**config.mk**
```make
export PLATFORM = sky130hd
export DESIGN_NAME = elec_lane_training_ctrl_flat
export DESIGN_NICKNAME = d
export VERILOG_FILES = /design/src/rtl/elec_lane_training_ctrl_pkg.sv /design/src/rtl/elec_lane_training_ctrl_if.sv /design/src/rtl/elec_lane_training_ctrl_os_consec_counter.sv /design/src/rtl/elec_lane_training_ctrl.sv /design/src/flat_wrapper.sv
export SDC_FILE = /design/constraint.sdc
export NUM_CORES = 1
export LEC_CHECK = 0
export ABC_AREA = 1
export CAP_MARGIN = 20
export CORE_AREA = 2 2 72 74
export CTS_BUF_LIST = sky130_fd_sc_hd__clkbuf_2
export DETAILED_ROUTE_END_ITERATION = 12
export DIE_AREA = 0 0 74 76
export GPL_TIMING_DRIVEN = 0
export REMOVE_ABC_BUFFERS = 1
export SKIP_CTS_REPAIR_TIMING = 1
export SLEW_MARGIN = 20
export SYNTH_ARGS = -nofsm -noshare
export SYNTH_HDL_FRONTEND = slang
export SYNTH_SLANG_ARGS = --single-unit
```
**constraint.sdc**
```tcl
create_clock -name clk -period 2.15 [get_ports clk]
set_input_delay 0.43 -clock clk [delete_from_list [all_inputs] [get_ports clk]]
set_output_delay 0.43 -clock clk [all_outputs]
set_load 0.02 [all_outputs]
```
**src/rtl/elec_lane_training_ctrl_pkg.sv**
```systemverilog
// Shared types and defaults for the electrical-layer lane training controller.
// Latency: n/a (types, constants and pure functions only).
// Backpressure: n/a.
//
// Contents:
//   os_type_e     - ordered-set types exchanged with the lane driver
//   lt_state_e    - training state encoding exposed on lt_state
//   state_to_os() - OS transmitted in each training state
//   is_training() - true for the four states that transmit ordered sets
package elec_lt_pkg;

    typedef enum logic [2:0] {
        OS_NONE  = 3'd0,
        OS_SLOS1 = 3'd1,
        OS_SLOS2 = 3'd2,
        OS_TS1   = 3'd3,
        OS_TS2   = 3'd4
    } os_type_e;

    typedef enum logic [2:0] {
        LT_IDLE  = 3'd0,
        LT_SLOS1 = 3'd1,
        LT_SLOS2 = 3'd2,
        LT_TS1   = 3'd3,
        LT_TS2   = 3'd4,
        LT_CL0   = 3'd5
    } lt_state_e;

    // Default training parameters
    localparam int TX_MIN_OS_DEF   = 16;
    localparam int RX_REQ_OS_DEF   = 2;
    localparam int TIMEOUT_CYC_DEF = 4096;

    // OS that both sides exchange while in a given state; OS_NONE outside training.
    function automatic os_type_e state_to_os(input lt_state_e s);
        os_type_e os;
        case (s)
            LT_SLOS1: os = OS_SLOS1;
            LT_SLOS2: os = OS_SLOS2;
            LT_TS1:   os = OS_TS1;
            LT_TS2:   os = OS_TS2;
            default:  os = OS_NONE;
        endcase
        return os;
    endfunction

    function automatic logic is_training(input lt_state_e s);
        return (s == LT_SLOS1) || (s == LT_SLOS2) || (s == LT_TS1) || (s == LT_TS2);
    endfunction

endpackage

```
**src/rtl/elec_lane_training_ctrl_if.sv**
```systemverilog
// Ordered-set bundle between the training controller and the lane.
// Latency: n/a (wires only).
// Backpressure: tx_os_ready from the driver stalls the transmit request.
//
// Signals:
//   tx_os_valid/tx_os_type/tx_os_ready - OS transmit request handshake
//   rx_os_valid/rx_os_type             - OS decoded by the receive path
// Modports:
//   master - controller side (drives the tx request, observes rx)
//   slave  - lane side (accepts the tx request, reports rx)
interface elec_lane_training_ctrl_if;
    import elec_lt_pkg::*;

    logic     tx_os_valid;
    os_type_e tx_os_type;
    logic     tx_os_ready;
    logic     rx_os_valid;
    os_type_e rx_os_type;

    modport master (
        output tx_os_valid,
        output tx_os_type,
        input  tx_os_ready,
        input  rx_os_valid,
        input  rx_os_type
    );

    modport slave (
        input  tx_os_valid,
        input  tx_os_type,
        output tx_os_ready,
        output rx_os_valid,
        output rx_os_type
    );

endinterface

```
**src/rtl/elec_lane_training_ctrl_os_consec_counter.sv**
```systemverilog
// Saturating counter of consecutive matching partner ordered sets.
// Latency: cnt_nxt is combinational (includes this cycle's match/mismatch).
// Backpressure: none; holds its value when neither match nor mismatch.
//
// Ports:
//   clk, rst  - clock, asynchronous active-high reset
//   clr       - synchronous clear, wins over match/mismatch
//   match     - a matching OS was received this cycle
//   mismatch  - a non-matching OS was received this cycle (restarts the run)
//   cnt_nxt   - count including this cycle's input
module os_consec_counter #(
    parameter int MAX = 2,
    parameter int W   = $clog2(MAX + 1)
) (
    input  logic         clk,
    input  logic         rst,
    input  logic         clr,
    input  logic         match,
    input  logic         mismatch,
    output logic [W-1:0] cnt_nxt
);

    logic [W-1:0] cnt;

    // A mismatch breaks the run even if a match is also flagged.
    always_comb begin
        cnt_nxt = cnt;
        if (mismatch) begin
            cnt_nxt = '0;
        end else if (match && (cnt != W'(MAX))) begin
            cnt_nxt = cnt + W'(1);
        end
    end

    always_ff @(posedge clk or posedge rst) begin
        if (rst) begin
            cnt <= '0;
        end else if (clr) begin
            cnt <= '0;
        end else begin
            cnt <= cnt_nxt;
        end
    end

endmodule

```
**src/rtl/elec_lane_training_ctrl.sv**
```systemverilog
// USB4 electrical lane training sequencer: SLOS1 -> SLOS2 -> TS1 -> TS2 -> CL0.
// Latency: state advances on the edge closing the qualifying handshake; next OS type
//          is presented the following cycle with tx_os_valid kept high.
// Backpressure: tx_os_ready low stalls tx counting; tx_os_type is held until accepted.
//
// Ports:
//   clk, rst          - clock, asynchronous active-high reset
//   lt_start          - start pulse, only honoured in IDLE
//   lt_abort          - forces IDLE from any state, highest priority
//   gen_sel           - 0 = Gen2, 1 = Gen3 (SLOS2 skipped); captured at start
//   os_if             - ordered-set tx handshake and rx report (master side)
//   tx_data_en        - lane handed to the transport datapath (CL0)
//   lt_state          - current training state
//   lt_done / lt_fail - one-cycle pulses on CL0 entry / per-state timeout
module elec_lane_training_ctrl
    import elec_lt_pkg::*;
#(
    parameter int TX_MIN_OS   = TX_MIN_OS_DEF,
    parameter int RX_REQ_OS   = RX_REQ_OS_DEF,
    parameter int TIMEOUT_CYC = TIMEOUT_CYC_DEF,
    parameter int CNT_W       = $clog2(TIMEOUT_CYC)
) (
    input  logic                             clk,
    input  logic                             rst,
    input  logic                             lt_start,
    input  logic                             lt_abort,
    input  logic                             gen_sel,
    elec_lane_training_ctrl_if.master        os_if,
    output logic                             tx_data_en,
    output lt_state_e                        lt_state,
    output logic                             lt_done,
    output logic                             lt_fail
);

    localparam int TX_W = $clog2(TX_MIN_OS + 1);
    localparam int RX_W = $clog2(RX_REQ_OS + 1);

    lt_state_e        state;
    lt_state_e        state_nxt;
    logic             gen3;

    logic             training;
    os_type_e         cur_os;
    logic             hs;
    logic             entry;
    logic             cnt_clr;
    logic             timeout;
    logic             exit_ok;

    logic [TX_W-1:0]  tx_cnt;
    logic [TX_W-1:0]  tx_cnt_nxt;
    logic [RX_W-1:0]  rx_cnt_nxt;
    logic [CNT_W-1:0] to_cnt;

    logic             rx_match;
    logic             rx_mismatch;

    // ------------------------------------------------------------------
    // Per-state qualifiers
    // ------------------------------------------------------------------
    always_comb begin
        training = is_training(state);
        cur_os   = state_to_os(state);
        // tx_os_valid equals training, so the handshake needs only ready here.
        hs       = training && os_if.tx_os_ready;
        // rx reports are meaningless outside training and are dropped there.
        rx_match    = training && os_if.rx_os_valid && (os_if.rx_os_type == cur_os);
        rx_mismatch = training && os_if.rx_os_valid && (os_if.rx_os_type != cur_os);
        timeout  = training && (to_cnt == CNT_W'(TIMEOUT_CYC - 1));
    end

    always_comb begin
        tx_cnt_nxt = tx_cnt;
        if (hs && (tx_cnt != TX_W'(TX_MIN_OS))) begin
            tx_cnt_nxt = tx_cnt + TX_W'(1);
        end
    end

    // Exit needs a handshake in this very cycle; satisfied counts alone wait for one.
    assign exit_ok = hs
                  && (tx_cnt_nxt == TX_W'(TX_MIN_OS))
                  && (rx_cnt_nxt == RX_W'(RX_REQ_OS));

    // ------------------------------------------------------------------
    // FSM: state register
    // ------------------------------------------------------------------
    always_ff @(posedge clk or posedge rst) begin
        if (rst) begin
            state   <= LT_IDLE;
            gen3    <= 1'b0;
            lt_done <= 1'b0;
            lt_fail <= 1'b0;
        end else begin
            state   <= state_nxt;
            if ((state == LT_IDLE) && lt_start && !lt_abort) begin
                gen3 <= gen_sel;
            end
            lt_done <= (state_nxt == LT_CL0) && (state != LT_CL0);
            // Abort outranks timeout, so it also suppresses the fail pulse.
            lt_fail <= timeout && !lt_abort;
        end
    end

    // ------------------------------------------------------------------
    // FSM: next state
    // ------------------------------------------------------------------
    always_comb begin
        state_nxt = state;
        if (lt_abort) begin
            state_nxt = LT_IDLE;
        end else begin
            case (state)
                LT_IDLE: begin
                    if (lt_start) begin
                        state_nxt = LT_SLOS1;
                    end
                end
                LT_SLOS1: begin
                    if (timeout) begin
                        state_nxt = LT_IDLE;
                    end else if (exit_ok) begin
                        state_nxt = gen3 ? LT_TS1 : LT_SLOS2;
                    end
                end
                LT_SLOS2: begin
                    if (timeout) begin
                        state_nxt = LT_IDLE;
                    end else if (exit_ok) begin
                        state_nxt = LT_TS1;
                    end
                end
                LT_TS1: begin
                    if (timeout) begin
                        state_nxt = LT_IDLE;
                    end else if (exit_ok) begin
                        state_nxt = LT_TS2;
                    end
                end
                LT_TS2: begin
                    if (timeout) begin
                        state_nxt = LT_IDLE;
                    end else if (exit_ok) begin
                        state_nxt = LT_CL0;
                    end
                end
                LT_CL0: begin
                    state_nxt = LT_CL0;
                end
                default: begin
                    state_nxt = LT_IDLE;
                end
            endcase
        end
    end

    // ------------------------------------------------------------------
    // FSM: outputs
    // ------------------------------------------------------------------
    always_comb begin
        os_if.tx_os_valid = training;
        os_if.tx_os_type  = training ? cur_os : OS_NONE;
        tx_data_en        = (state == LT_CL0);
        lt_state          = state;
    end

    // ------------------------------------------------------------------
    // Counters: all three restart on every state entry and idle at zero
    // outside the training states.
    // ------------------------------------------------------------------
    assign entry   = (state_nxt != state);
    assign cnt_clr = entry || !training;

    always_ff @(posedge clk or posedge rst) begin
        if (rst) begin
            tx_cnt <= '0;
            to_cnt <= '0;
        end else if (cnt_clr) begin
            tx_cnt <= '0;
            to_cnt <= '0;
        end else begin
            tx_cnt <= tx_cnt_nxt;
            to_cnt <= to_cnt + CNT_W'(1);
        end
    end

    os_consec_counter #(
        .MAX (RX_REQ_OS),
        .W   (RX_W)
    ) u_rx_cnt (
        .clk      (clk),
        .rst      (rst),
        .clr      (cnt_clr),
        .match    (rx_match),
        .mismatch (rx_mismatch),
        .cnt_nxt  (rx_cnt_nxt)
    );

endmodule

```
**src/flat_wrapper.sv**
```systemverilog
// flat-port wrapper written by rule: the top's interface ports become plain ports
module elec_lane_training_ctrl_flat import elec_lt_pkg::*;
#(
    parameter int TX_MIN_OS   = TX_MIN_OS_DEF,
    parameter int RX_REQ_OS   = RX_REQ_OS_DEF,
    parameter int TIMEOUT_CYC = TIMEOUT_CYC_DEF,
    parameter int CNT_W       = $clog2(TIMEOUT_CYC)
)
  (clk, rst, lt_start, lt_abort, gen_sel, tx_data_en, lt_state, lt_done, lt_fail, os_if_tx_os_valid, os_if_tx_os_type, os_if_tx_os_ready, os_if_rx_os_valid, os_if_rx_os_type);
  elec_lane_training_ctrl_if os_if_i ();
  input  logic clk;
  input  logic rst;
  input  logic lt_start;
  input  logic lt_abort;
  input  logic gen_sel;
  output logic tx_data_en;
  output lt_state_e lt_state;
  output logic lt_done;
  output logic lt_fail;
  output wire logic [$bits(os_if_i.tx_os_valid)-1:0] os_if_tx_os_valid;
  output wire logic [$bits(os_if_i.tx_os_type)-1:0] os_if_tx_os_type;
  input wire logic [$bits(os_if_i.tx_os_ready)-1:0] os_if_tx_os_ready;
  input wire logic [$bits(os_if_i.rx_os_valid)-1:0] os_if_rx_os_valid;
  input wire logic [$bits(os_if_i.rx_os_type)-1:0] os_if_rx_os_type;
  assign os_if_tx_os_valid = os_if_i.tx_os_valid;
  assign os_if_tx_os_type = os_if_i.tx_os_type;
  assign os_if_i.tx_os_ready = os_if_tx_os_ready;
  assign os_if_i.rx_os_valid = os_if_rx_os_valid;
  assign os_if_i.rx_os_type = os_if_rx_os_type;
  elec_lane_training_ctrl #(.TX_MIN_OS(TX_MIN_OS), .RX_REQ_OS(RX_REQ_OS), .TIMEOUT_CYC(TIMEOUT_CYC), .CNT_W(CNT_W)) u_core (.clk(clk), .rst(rst), .lt_start(lt_start), .lt_abort(lt_abort), .gen_sel(gen_sel), .os_if(os_if_i), .tx_data_en(tx_data_en), .lt_state(lt_state), .lt_done(lt_done), .lt_fail(lt_fail));
endmodule
```
==> impl_metrics.json <==
{
  "outcome": "finished, violations left",
  "violations": "negative setup slack",
  "viasPerCell": 4.608,
  "setup_violations": 20,
  "cts_tree": "done",
  "avgRoutedWirePerCell_um": 12.46,
  "max_cap_violations": 0,
  "grtUsageTotal_pct": 12.49,
  "hpwl_mm": 2.476,
  "top_usage_layer": "met2",
  "end_kind": "flop",
  "hold_depth": 1,
  "r2r_cells": 16,
  "yosysTopAreaCellShare_pct": 38.26,
  "grt_pass1_vias": 1335,
  "initialDrtViolationCount": 77,
  "cp_num_buf_inv": 3,
  "grt_remaining_overflow": 0,
  "slowest_stage": "dfrtp_2",
  "nets": 279,
  "worst_ep_required_time_ns": 2.43,
  "p_per_area_nw_per_um2": 410.1,
  "drc": 0,
  "synth_common_cells": "45 x nand2_1, 33 x inv_1, 25 x dfrtp_1, 24 x nand3_1, 20 x nor2_1",
  "synth_edf_count": 0,
  "ir_drop_uv": 187.5,
  "dpl.cell_count": 303,
  "fin_worst_skew_ns": 0.01062,
  "synth_seq_cells": 25,
  "synth_cell_type_count": 26,
  "worstPathCellList": "buf_6 > o21ai_4 > buf_6 > nand2_8 > nand4_1 > nand3_1 > nor2_2 > nand3_2 > o21ai_2 > nand3_2 > nand2_2 > nand2_2 > nand2_2 > nand3_4 > buf_6 > nor2_1",
  "fin_area_sq_um": 2417,
  "insertion_delay_ns": 0.34,
  "die_h_um": 76,
  "num-fill-cells": 459,
  "hold_ws_ns": 0.5062,
  "grt_start_max_net_pins": 26,
  "final_util_pct": 49.21,
  "ys_async_sr_fraction_pct": 100.0,
  "critical_path_arrival_ns": 2.70,
  "clock_path_buffers": 2,
  "worst_hold_startpoint": "u_core.to_cnt[0]",
  "insertedDiodeCount": 0,
  "crit_fanout": 5,
  "min_path_type": "reg -> reg",
  "wirelength_mm": 4.162,
  "worstMarginPinSlew_ns": 0.9340,
  "crit_type": "reg -> reg",
  "max_freq_ghz": 0.4144,
  "finalNonFillerCells": 334,
  "die_area_sq_um": 5624,
  "ys.flop_type": "dfrtp_1",
  "firstDrtPassIters": 4,
  "ios": 20,
  "ff_latch_area_sq_um": 630.6,
  "setup_ws_ns": -0.2633,
  "power_mw": 0.9913,
  "dr_total_vias": 1539,
  "whs_endpoint": "u_core.to_cnt[0]",
  "area_growth_pct": 47.82,
  "syn_area_sq_um": 1635,
  "clkTransAtPathRegs_ns": 0.24,
  "port_buffers": 19,
  "yosysTopAreaCell": "dfrtp_1",
  "die_w_um": 74,
  "met3_usage_pct": 2.513,
  "coreArea_sq_um": 4912,
  "cts_buffers": 3,
  "drive_gt1_share_pct": 37.12,
  "start_kind": "flop",
  "pre_cts_ws_ns": -0.6291,
  "gp_congestion": 0.7719,
  "slew_viol_final": 0,
  "path_delay_family": "simple AND/OR/NAND/NOR gates",
  "rsz0062_at_grt": "true",
  "r2r_slack_ns": -0.26,
  "final_antenna_net_count": 0,
  "use_met2_pct": 20.98,
  "yosysSeqAreaShare_pct": 38.26,
  "timing.rr.end": "u_core.u_rx_cnt.cnt[0]",
  "start_util_pct": 33.29,
  "antenna_found_initial": 0,
  "synth.most_common_cell": "nand2_1",
  "period_minus_slack_ns": 2.413,
  "rr_startpoint": "u_core.lt_state[0]",
  "worst_path_largest_cell_delay_ns": 0.51,
  "setup_tns_ns": -4.805,
  "period_share_pct": 112.2,
  "slew-limit-headroom_pct": 37.67,
  "place_area_sq_um": 1879,
  "yosys_warnings": 0,
  "htreeDepth": 1,
  "row_count": 26,
  "synth.avg_cell_area_sq_um": 7.536,
  "ctsRootBufferMaster": "clkbuf_2",
  "p_leak_nw": 1.191,
  "synthesis.instances": 217,
  "synth_area_leaders": "dfrtp_1 38%, nand2_1 10%, inv_1 7.6%",
  "finalHoldViolCount": 0,
  "multi_input_area_sq_um": 1095,
  "cts.sinks": 25,
  "met1_usage_pct": 16.62,
  "grt_pass1_wl_mm": 5.692
}
layout by cell type (no fill, tap or decap), drive strengths merged, types with 5 or more instances in the layout:
cell	Yosys	routed
nand2	50	51
inv	35	35
nor2	33	33
nand3	26	26
dfrtp	25	25
buf	3	25
clkdlybuf4s50	0	14
nand4	9	9
xor2	7	7
dlymetal6s2s	0	5
o21ai	5	5
layer usage:
layer,wire [um],share of wire [%]
met1,1841,44
met2,2208,53
met3,100,2.4
met4,11,0.26
met5,0,0
state kept, by name, summed over array words and instances, names as in the netlist:
signal	count
u_core.gen3	1
u_core.lt_done	1
u_core.lt_fail	1
u_core.lt_state	3
u_core.to_cnt	12
u_core.tx_cnt	5
u_core.u_rx_cnt.cnt	2
worst max path at each step:
stage | startpoint | end | slack (ns) | cells after the start
2_1_floorplan | u_core.lt_state[1] | u_core.to_cnt[0] | -0.28 | 16
3_3_place_gp | os_if_tx_os_ready | u_core.tx_cnt[2] | -0.57 | 11
3_5_place_dp | os_if_tx_os_ready | u_core.tx_cnt[4] | -0.63 | 11
4_1_cts | u_core.lt_state[1] | u_core.tx_cnt[4] | -0.70 | 15
5_1_grt | u_core.lt_state[1] | u_core.to_cnt[10] | -0.41 | 17
6_report | u_core.lt_state[0] | u_core.u_rx_cnt.cnt[0] | -0.26 | 16
cells by family (layout without fill, tap and decap cells):
kind of cell               after synthesis  in the layout  synth area share [%]
and+or+nand+nor                        127            128                 38.18
buffers and inverters                   38             84                 10.10
DFF                                     25             25                 38.26
AOI/OAI and AO/OA                       11             11                 3.826
xor gates and xnor gates                11             11                 5.891
adders and majority gates                4              4                 3.061
muxes                                    1              1                0.6886
power by group:
group / total, mW / switching (mW) / internal (mW) / leakage (nW)
registers: 0.496 / 0.0122 / 0.483 / 0.339
clock network: 0.181 / 0.139 / 0.0422 / 0.0164
logic: 0.314 / 0.174 / 0.140 / 0.836
worst reg2reg max path, delay by kind of cell, from the launching register on:
kind	cells	cell delay, ns
compound gates	2	0.35
flops	1	0.51
simple gates	11	1.04
buf+inv	3	0.47
layout make-up:
class / count / share of cell area, %
multi-input cells: 155 / 45.29
flip-flops and latches: 25 / 26.09
repair buffers: 45 / 18.63
inverters: 35 / 5.538
well taps: 70 / 3.623
clock buffers: 3 / 0.6211
clock inverters: 1 / 0.2070
Power figures use the tool's default switching activity.
==> patch 1: new RTL, config.mk and constraints unchanged <==
Change the package constant `RX_REQ_OS_DEF` from 2 to 8.
--- a/src/rtl/elec_lane_training_ctrl_pkg.sv
+++ b/src/rtl/elec_lane_training_ctrl_pkg.sv
@@ -28,7 +28,7 @@
 
     // Default training parameters
     localparam int TX_MIN_OS_DEF   = 16;
-    localparam int RX_REQ_OS_DEF   = 2;
+    localparam int RX_REQ_OS_DEF   = 8;
     localparam int TIMEOUT_CYC_DEF = 4096;
 
     // OS that both sides exchange while in a given state; OS_NONE outside training.
Check against the original RTL: same outputs for any inputs over 10 cycles, from zero or initial values and one cycle with rst high; that may be too few to reach the edited logic, so the function may still have changed.
==> patch 1 against the unedited design <==
The flow still finishes with violations (setup timing). Count of clock-buffer cells in the layout increased by 1. Worst setup slack got worse by 240 ps. First-iteration DRC count decreased by 49%. Sequential cell count increased by 2. Synthesized area increased by 11%. Global-route usage increased by 0.98 points. Utilization decreased by 1.8 points. Cell area decreased by 3.7%. Wire length decreased by 12%.
Power is not compared: it rests on default switching activity, and its combinational part moved more than twofold at a synthesized area within 25%.
==> patch 1: results (changes against the unedited design) <==
[placement]
dp_cells=327  ; was 303
post-place-ws_ps=-890  ; was -629 ps
hpwl_um=2530  ; was 2480 um
place_area_mm2=0.00206  ; was 0.00188 mm2

[sta]
setup_viol=23  ; was 20
relSlewSlack_pct=62.7  ; was 37.7%
skew_ps=6.23  ; was 10.6 ps
final.setup.worst_slack_ps=-504  ; was -263 ps
fin_tns_setup_ps=-9980  ; was -4800 ps

[global_route]
track_usage_pct=13.5  ; was 12.5%
grt_max_degree=28  ; was 26
grt_pass1_vias=1441  ; was 1335

[routing]
drt_iter0_drc=39  ; was 77
wl_per_cell_um=10.7  ; was 12.5 um

[synth]
syn_inst=241  ; was 217
ys_seq_area_share_pct=37.3  ; was 38.3%

[clocking]
clk_latency_ps=360  ; was 340 ps
cts-root-buf=clkbuf_2  ; unchanged

[status]
status=finished with violations  ; unchanged
violations=setup timing  ; unchanged

[min_path]
hold_class=in -> async  ; was reg -> reg

[layout]
drive_gt1_share_pct=25.9  ; was 37.1%
n_fill_cell=484  ; was 459
fin_nets=290  ; was 279

[setup_path]
arrival_ps=2980  ; was 2700 ps

patch 1: changes by cell type in the layout (fill, tap and decap cells not counted), sizes merged, moves of 2 or more:
cell / unedited run / this run
nand2: 51 / 66
inv: 35 / 40
buf: 25 / 11
nor2: 33 / 46
nand3: 26 / 22
nand4: 9 / 5
dfrtp: 25 / 27
nand3b: 4 / 1
patch 1: path summary, 6_finish.rpt:
path | from | endpoint | slack, ps | cells past startpoint
min reg2reg | u_core.to_cnt[0] | u_core.to_cnt[0] | 490 | 1
min in group clk | u_core.to_cnt[0] | u_core.to_cnt[0] | 490 | 1
max | u_core.lt_state[1] | u_core.to_cnt[11] | -500 | 21
max reg2reg | u_core.lt_state[1] | u_core.to_cnt[11] | -500 | 21
min | rst | u_core.to_cnt[10] | 310 | 2
max in group asynchronous | rst | u_core.lt_state[0] | 1410 | 3
patch 1: logic make-up after synthesis:
kind of cell    synth area share (%)
compound gates                  3.11
xor+xnor                        5.80
fa+ha+maj                       3.45
buf+inv                         10.4
flops                           37.3
simple gates                    40.0
patch 1: metal layers:
layer  vias to the layer above  share of wire (%)  GRT usage [%]  wire (um)
li1                        806                  -              -          -
met1                       706                 47           17.1       1720
met2                        20                 49           22.8       1800
met3                         7                2.4           1.59         87
met4                         0                1.8           5.45         65
met5                         -                  0              0          0
patch 1: layout make-up:
cell class | count | area, um2 | share of cell area, %
Clock buffer | 4 | 20.0 | 0.860
Multi-Input combinational cell | 172 | 1090 | 46.9
Timing Repair Buffer | 30 | 293 | 12.6
Inverter | 41 | 156 | 6.72
Tap cell | 70 | 87.6 | 3.76
Sequential cell | 27 | 679 | 29.2
patch 1: critical path, stage by stage, from the launching register on:
cell	delay [ps]
dfrtp_2	530
nor2_4	170
nand2_4	100
nand2_8	110
nand2_4	60
nor2_4	160
nand2_2	90
nand2_1	70
nand2_1	70
inv_1	70
nand3_2	70
nor2_4	100
nand2_2	80
nand2_1	60
nand2_1	40
nand2_1	80
nand2_1	60
nand2_1	70
nand2_2	60
nor2_4	270
nand2_4	160
nor2_4	120
patch 1: power groups by stage:
stage	sequential (mW)	combinational, mW	clock, mW
detailed placement	0.530	0.119	0
CTS	0.522	0.120	0.215
floorplan	0.530	0.0756	0
finish	0.521	0.155	0.198
global placement	0.530	0.119	0
global route	0.523	0.172	0.236
==> patch 2: new RTL, same flow settings <==
Made on the original files. Make the reset (`rst`) synchronous in 3 clocked blocks. Comments in the files are not updated.
--- a/src/rtl/elec_lane_training_ctrl_os_consec_counter.sv
+++ b/src/rtl/elec_lane_training_ctrl_os_consec_counter.sv
@@ -32,7 +32,7 @@
         end
     end
 
-    always_ff @(posedge clk or posedge rst) begin
+    always_ff @(posedge clk) begin
         if (rst) begin
             cnt <= '0;
         end else if (clr) begin
--- a/src/rtl/elec_lane_training_ctrl.sv
+++ b/src/rtl/elec_lane_training_ctrl.sv
@@ -84,7 +84,7 @@
     // ------------------------------------------------------------------
     // FSM: state register
     // ------------------------------------------------------------------
-    always_ff @(posedge clk or posedge rst) begin
+    always_ff @(posedge clk) begin
         if (rst) begin
             state   <= LT_IDLE;
             gen3    <= 1'b0;
@@ -170,7 +170,7 @@
     assign entry   = (state_nxt != state);
     assign cnt_clr = entry || !training;
 
-    always_ff @(posedge clk or posedge rst) begin
+    always_ff @(posedge clk) begin
         if (rst) begin
             tx_cnt <= '0;
             to_cnt <= '0;
Behaviour: differs if rst is asserted again (counterexample within 4 cycles, from zero or initial values and one cycle with rst high); with rst held inactive, the same outputs for 10 cycles.
==> patch 2 against the unedited design <==
The run still ends with setup timing left. Cell area decreased by 17%. Die area stayed put. Sequential cell count did not move. Wire length down 25%. Worst setup slack gained 86 ps. Synthesized area shrank 9.1%.
Power is not compared: it rests on default switching activity, and its combinational part moved more than twofold at a synthesized area within 25%.
==> patch 2: results (changes against the unedited design) <==
[status]
status=finished with violations  ; unchanged
violations=setup timing  ; unchanged

[setup_path]
critPathBufInv=2  ; was 3
critPathMaxStageDelay_ps=430  ; was 510 ps
crit_path_start=u_core.lt_state[0]  ; unchanged

[layout]
drive_gt1_share_pct=25.9  ; was 37.1%
fin_nets=266  ; was 279
n_fill_cell=527  ; was 459

[global_route]
grt_max_degree=20  ; was 26
track_usage_pct=10.4  ; was 12.5%
grt_pass1_vias=1159  ; was 1335
grt_first_pass_wirelength_um=4790  ; was 5690 um

[routing]
vias=1389  ; was 1539
wl_per_cell_um=9.70  ; was 12.5 um
drt_iter0_drc=63  ; was 77

[placement]
gp_congestion=0.743  ; was 0.772
hpwl_um=2160  ; was 2480 um
post-place-ws_ps=-562  ; was -629 ps

[synth]
synth_area_leaders=dfxtp_1 34%, nand2_1 13%, inv_1 8.3%  ; was dfrtp_1 38%, nand2_1 10%, inv_1 7.6%
ys_seq_area_share_pct=33.7  ; was 38.3%
syn_inst=218  ; was 217
yosys-top-cells-count=50 x nand2_1, 33 x inv_1, 25 x dfxtp_1, 25 x nor2_1, 18 x nand3_1  ; was 45 x nand2_1, 33 x inv_1, 25 x dfrtp_1

[sta]
setup_viol=19  ; was 20
skew_ps=13.7  ; was 10.6 ps
relSlewSlack_pct=78.2  ; was 37.7%
worst_hold_slack_ps=502  ; was 506 ps
final.setup.worst_slack_ps=-177  ; was -263 ps

==> patch 2: layer usage <==
| layer | wire, um | GRT usage (%) | vias up |
|---|---|---|---|
| met5 | 0 | 0 | - |
| met4 | 14 | 2.73 | 0 |
| met1 | 1450 | 13.9 | 612 |
| met3 | 101 | 2.51 | 2 |
| met2 | 1540 | 16.7 | 23 |
| li1 | - | - | 752 |
==> patch 2: final cells by class <==
type | count | area, um2 | area share [%]
clock buffer | 4 | 20.0 | 0.999
inverter | 34 | 130 | 6.49
multi-input combinational | 158 | 965 | 48.1
sequential | 25 | 515 | 25.7
tap | 70 | 87.6 | 4.37
timing repair buffer | 30 | 287 | 14.3
==> patch 2: cells by family after synthesis <==
| logic type | after synthesis | share of synthesized area, % |
|---|---|---|
| AND/OR/NAND/NOR | 128 | 40.7 |
| buffers and inverters | 37 | 10.9 |
| flip-flops | 25 | 33.7 |
| AO/OA/AOI/OAI | 13 | 4.97 |
| XOR/XNOR | 11 | 6.48 |
| adder cells (fa/ha/maj) | 4 | 3.37 |
